--- src/rtl/spi_regbank_pkg.sv ---
// Shared widths and enumerations for the SPI / host register-bank arbiter.
package spi_regbank_pkg;
    localparam int unsigned AW_DEF = 9;
    localparam int unsigned DW_DEF = 32;

    typedef enum logic [1:0] {
        TAG_NONE,
        TAG_SPI,
        TAG_HOST
    } issue_tag_t;

    typedef enum logic [2:0] {
        GNT_NONE,
        GNT_SPI_WR,
        GNT_PEND,
        GNT_SPI_RD,
        GNT_HOST
    } grant_t;
endpackage

--- src/rtl/spi_regbank_arbiter_grant.sv ---
// Fixed-priority grant (SPI write > pending read > SPI read > host) and RAM mux.
module spi_reg_grant
    import spi_regbank_pkg::*;
#(
    parameter int unsigned AW = AW_DEF,
    parameter int unsigned DW = DW_DEF
) (
    input  logic          spi_wr_en,
    input  logic [AW-1:0] spi_wr_addr,
    input  logic [DW-1:0] spi_wr_data,
    input  logic          rd_pend,
    input  logic [AW-1:0] pend_addr,
    input  logic          spi_rd_en,
    input  logic [AW-1:0] spi_rd_addr,
    input  logic          host_req_valid,
    input  logic          host_req_we,
    input  logic [AW-1:0] host_req_addr,
    input  logic [DW-1:0] host_req_wdata,
    output grant_t        grant,
    output logic          host_req_ready,
    output logic          mem_en,
    output logic          mem_we,
    output logic [AW-1:0] mem_addr,
    output logic [DW-1:0] mem_wdata
);

    always_comb begin
        grant     = GNT_NONE;
        mem_we    = 1'b0;
        mem_addr  = '0;
        mem_wdata = '0;
        if (spi_wr_en) begin
            grant     = GNT_SPI_WR;
            mem_we    = 1'b1;
            mem_addr  = spi_wr_addr;
            mem_wdata = spi_wr_data;
        end else if (rd_pend) begin
            grant    = GNT_PEND;
            mem_addr = pend_addr;
        end else if (spi_rd_en) begin
            grant    = GNT_SPI_RD;
            mem_addr = spi_rd_addr;
        end else if (host_req_valid) begin
            grant     = GNT_HOST;
            mem_we    = host_req_we;
            mem_addr  = host_req_addr;
            mem_wdata = host_req_we ? host_req_wdata : '0;
        end
    end

    assign mem_en         = (grant != GNT_NONE);
    assign host_req_ready = host_req_valid & ~spi_wr_en & ~rd_pend & ~spi_rd_en;

endmodule

--- src/rtl/spi_regbank_arbiter.sv ---
// Shares a single-port register RAM between SPI register strobes (never stalled)
// and a valid/ready host port; returns registered SPI read data and host responses.
module spi_regbank_arbiter
    import spi_regbank_pkg::*;
#(
    parameter int unsigned AW            = AW_DEF,
    parameter int unsigned DW            = DW_DEF,
    parameter int unsigned HOST_MAX_WAIT = 64
) (
    input  logic          clk,
    input  logic          rst,
    input  logic          spi_wr_en,
    input  logic [AW-1:0] spi_wr_addr,
    input  logic [DW-1:0] spi_wr_data,
    input  logic          spi_rd_en,
    input  logic [AW-1:0] spi_rd_addr,
    output logic [DW-1:0] spi_rd_data,
    output logic          spi_rd_valid,
    input  logic          host_req_valid,
    input  logic          host_req_we,
    input  logic [AW-1:0] host_req_addr,
    input  logic [DW-1:0] host_req_wdata,
    output logic          host_req_ready,
    output logic          host_rsp_valid,
    output logic [DW-1:0] host_rsp_rdata,
    output logic          mem_en,
    output logic          mem_we,
    output logic [AW-1:0] mem_addr,
    output logic [DW-1:0] mem_wdata,
    input  logic [DW-1:0] mem_rdata,
    output logic          spi_rd_ovf,
    output logic          host_starve
);

    localparam int unsigned WW = $clog2(HOST_MAX_WAIT + 1);
    localparam logic [WW-1:0] WAIT_MAX = WW'(HOST_MAX_WAIT);

    grant_t        grant;
    logic          rd_pend;
    logic [AW-1:0] pend_addr;
    issue_tag_t    tag_q;
    issue_tag_t    tag_next;
    logic          host_wr_q;
    logic [WW-1:0] wait_cnt;
    logic          pend_load;

    spi_reg_grant #(
        .AW(AW),
        .DW(DW)
    ) u_grant (
        .spi_wr_en      (spi_wr_en),
        .spi_wr_addr    (spi_wr_addr),
        .spi_wr_data    (spi_wr_data),
        .rd_pend        (rd_pend),
        .pend_addr      (pend_addr),
        .spi_rd_en      (spi_rd_en),
        .spi_rd_addr    (spi_rd_addr),
        .host_req_valid (host_req_valid),
        .host_req_we    (host_req_we),
        .host_req_addr  (host_req_addr),
        .host_req_wdata (host_req_wdata),
        .grant          (grant),
        .host_req_ready (host_req_ready),
        .mem_en         (mem_en),
        .mem_we         (mem_we),
        .mem_addr       (mem_addr),
        .mem_wdata      (mem_wdata)
    );

    // A live SPI read that loses arbitration parks in the one-deep holding register.
    assign pend_load = spi_rd_en && (grant != GNT_SPI_RD);

    always_ff @(posedge clk) begin
        if (rst) begin
            rd_pend    <= 1'b0;
            pend_addr  <= '0;
            spi_rd_ovf <= 1'b0;
        end else if (pend_load) begin
            rd_pend   <= 1'b1;
            pend_addr <= spi_rd_addr;
            if (rd_pend && grant != GNT_PEND)
                spi_rd_ovf <= 1'b1;
        end else if (grant == GNT_PEND) begin
            rd_pend <= 1'b0;
        end
    end

    always_comb begin
        tag_next = TAG_NONE;
        case (grant)
            GNT_PEND, GNT_SPI_RD: tag_next = TAG_SPI;
            GNT_HOST:             tag_next = TAG_HOST;
            default:              tag_next = TAG_NONE;
        endcase
    end

    always_ff @(posedge clk) begin
        if (rst) begin
            tag_q     <= TAG_NONE;
            host_wr_q <= 1'b0;
        end else begin
            tag_q     <= tag_next;
            host_wr_q <= (grant == GNT_HOST) && host_req_we;
        end
    end

    always_ff @(posedge clk) begin
        if (rst) begin
            spi_rd_data  <= '0;
            spi_rd_valid <= 1'b0;
        end else begin
            spi_rd_valid <= (tag_q == TAG_SPI);
            if (tag_q == TAG_SPI)
                spi_rd_data <= mem_rdata;
        end
    end

    // Host response is taken straight off the RAM port; rst suppresses an in-flight one.
    assign host_rsp_valid = (tag_q == TAG_HOST) && !rst;
    assign host_rsp_rdata = (host_rsp_valid && !host_wr_q) ? mem_rdata : '0;

    always_ff @(posedge clk) begin
        if (rst) begin
            wait_cnt    <= '0;
            host_starve <= 1'b0;
        end else if (host_req_valid && host_req_ready) begin
            wait_cnt <= '0;
        end else if (host_req_valid && wait_cnt != WAIT_MAX) begin
            wait_cnt <= wait_cnt + 1'b1;
            if (wait_cnt == WAIT_MAX - 1'b1)
                host_starve <= 1'b1;
        end
    end

endmodule

--- config.mk ---
export PLATFORM = sky130hd
export DESIGN_NAME = spi_regbank_arbiter
export DESIGN_NICKNAME = d
export VERILOG_FILES = /design/src/rtl/spi_regbank_pkg.sv /design/src/rtl/spi_regbank_arbiter_grant.sv /design/src/rtl/spi_regbank_arbiter.sv
export SDC_FILE = /design/constraint.sdc
export NUM_CORES = 1
export LEC_CHECK = 0
export BUFFER_PORTS_ARGS = -buffer_cell sky130_fd_sc_hd__buf_2
export CAP_MARGIN = 0
export CORE_AREA = 2 2 94 96
export DETAILED_ROUTE_END_ITERATION = 12
export DIE_AREA = 0 0 96 98
export PLACE_DENSITY = 0.83
export SLEW_MARGIN = 20
export SYNTH_ARGS = -nofsm -noshare
export SYNTH_HDL_FRONTEND = slang
export SYNTH_SLANG_ARGS = --single-unit
--- constraint.sdc ---
create_clock -name clk -period 1.9 [get_ports clk]
set_clock_uncertainty 0.1 [all_clocks]
set_input_delay 0.095 -clock clk [delete_from_list [all_inputs] [get_ports clk]]
set_output_delay 0.095 -clock clk [all_outputs]
set_load 0.1 [all_outputs]
==> impl_metrics.yaml <==
outcome:
  status: "finished, final reports clean"
timing:
  slew_headroom: 0.648
  timing.hold.ws_ps: 87.6
  finalCriticalPeriod_ps: 1850
  setup_tns_ps: 0
  slew_viol_final: 0
  final.period_utilization: 0.976
  max_freq_ghz: 0.539
  hold_viol: 0
  worst_pin_slew_ps: 528
  setup_violations: 0
global_routing:
  grt_pass1_wl_um: 21100
  grt_max_degree: 50
  antenna_found_initial: 1
  first_global_vias: 4238
  grt_usage: 0.296
  grt-ovfl-total: 0
hold_path:
  hold_path_class: "in -> reg"
die:
  row_count: 34
  io_pins: 241
  start_util: 0.334
  die_area_um2: 9410
  coreArea_um2: 8470
  die_w_um: 96
  die_y_um: 98
synthesis:
  syn_area_um2: 2830
  synth_mux_area_frac: 0.0394
  synth.net_count: 493
  synth_fa_ha_area_frac: 0.00885
  syn_avg_cell_area_um2: 7.81
  yosys.cell_types.count: 33
  synth-compound-area-share: 0.237
  yosys-top-cells-area: "dfxtp_1, nand2_1, a22o_1, and2_1, a21oi_1"
  yosysTopAreaCell: "dfxtp_1"
  synth_xor_area_frac: 0.00619
  synth_cells: 362
  synth_top_area_share: 0.389
  ys_seq_area_frac: 0.389
  synth_top_family_by_area: "simple AND/OR/NAND/NOR gates"
  synth-warning-count: 0
  synthSimpleGateAreaFrac: 0.262
  synth_seq_cells: 55
placed_design:
  placed_cells: 689
  place.gp.congestion: 0.887
  dp_hpwl_um: 9880
  io_buffers: 240
setup_path:
  crit_arrival_ps: 1660
  end_kind: "output port"
  start_kind: "flip-flop"
  cp.required_ps: 1700
  critPathKind: "reg -> out"
  path_max_fanout: 6
power:
  p_total_mw: 3.56
  p_leak_nw: 2.78
  ir_drop_v: 0.000388
  power_density_nw_per_um2: 586
clock_tree:
  clock-sinks: 55
  cts_tree: "done"
  htreeDepth: 2
  path_clk_slew_ps: 100
  cts-root-buf: "clkbuf_8"
  numCtsBuffers: 5
  clockBufferDepth: 2
  clk_latency_ps: 300
finish:
  final_core_utilization: 0.718
  final_common_cell: "buf_2"
  fillers: 554
  stdcell_count: 742
  layout_common_cells: "buf_2, nand2_1, buf_12, dfxtp_1, dlygate4sd3_1"
  final_nets: 763
  drive_above_1_share: 0.544
  syn_to_final_growth_pct: 115
routing:
  ant_nets: 0
  dr.pass1.iters: 4
  num_vias: 3945
  routedWlPerCell_um: 19.0
  wirelength_um: 14100
  drt-vias-per-instance: 5.32
  drcViolationCount: 0
  dr.first_iter.drc_count: 133
flow_run:
  drv_cap: 0
-- logic make-up (layout without fill, tap and decap cells) --
family	Yosys count	after routing
XOR/XNOR	2	2
buffers and inverters	39	309
AND/OR/NAND/NOR	156	156
AO/OA/AOI/OAI	97	97
multiplexers	11	11
flip-flops	55	55
adder cells (fa/ha/maj)	2	2
other	0	2
-- power by group --
part | switching [mW] | internal, mW | total, mW
registers | 0.0311 | 1.20 | 1.23
logic | 1.09 | 0.589 | 1.68
clock network | 0.360 | 0.287 | 0.648
total | 1.49 | 2.07 | 3.56
-- registers in the layout, summed over array words and instances, names as in the netlist --
signal        cells
spi_rd_data      32
spi_rd_valid      1
host_wr_q         1
rd_pend           1
host_starve       1
pend_addr         9
wait_cnt          7
spi_rd_ovf        1
tag_q             2
-- cells in the mapped netlist, drive strengths merged --
master,count
nand2,80
dfxtp,55
a21oi,39
and2,34
a22o,33
clkbuf,21
nor2,15
buf,12
nor2b,11
mux2i,10
a221oi,8
o31ai,8
inv,5
o21ai,5
nor3,4
ha,2
nand3,2
nand4,2
nor4,2
or3,2
xor2,2
a211o,1
a31o,1
a31oi,1
and3,1
clkinv,1
mux2,1
nand2b,1
nor3b,1
o21a,1
or4b,1
-- worst paths after layout --
| kind | endpoint | from | cells past startpoint | slack (ps) |
|---|---|---|---|---|
| setup reg to reg | pend_addr[4] | rd_pend | 5 | 90 |
| setup / recovery | host_req_ready | rd_pend | 4 | 50 |
| hold reg to reg | spi_rd_data[18] | spi_rd_data[18] | 2 | 360 |
| hold / removal | rd_pend | spi_rd_en | 3 | 90 |
-- layout make-up --
class	instances	area [um2]	area share
Antenna cell	2	5.00	0.000823
Sequential cell	55	1110	0.182
Multi-Input combinational cell	268	1810	0.298
Tap cell	108	135	0.0222
Timing Repair Buffer	296	2910	0.479
Clock buffer	6	82.6	0.0136
Inverter	6	25.0	0.00412
Clock inverter	1	5.00	0.000823
-- critical path, stage by stage, from the launching register on --
cell	delay, ps
dfxtp_4	380
buf_4	140
or4b_4	540
inv_4	120
buf_12	170
-- timing repair --
action,CTS,global route
setup endpoints to repair,36,18
resized for setup,5,4
setup buffers,1,1
hold buffers,41,0
pin swaps,1,2
endpoints found under the hold margin,41,0
gates cloned,1,0
-- metal layers --
metal  GRT usage  routed length (um)
met5           0                   0
met4       0.176                 868
met3      0.0872                1110
met2       0.566                7880
met1       0.262                4250
-- through the flow --
stage,cell area [um2],worst slack [ps]
after detailed placement,5510,221
after CTS,6060,9.62
after floorplan,3080,-428
after global routing,6080,-9.77
final,6080,46.4
after global placement,5510,301
No activity file was read; power rests on OpenSTA's default activity.
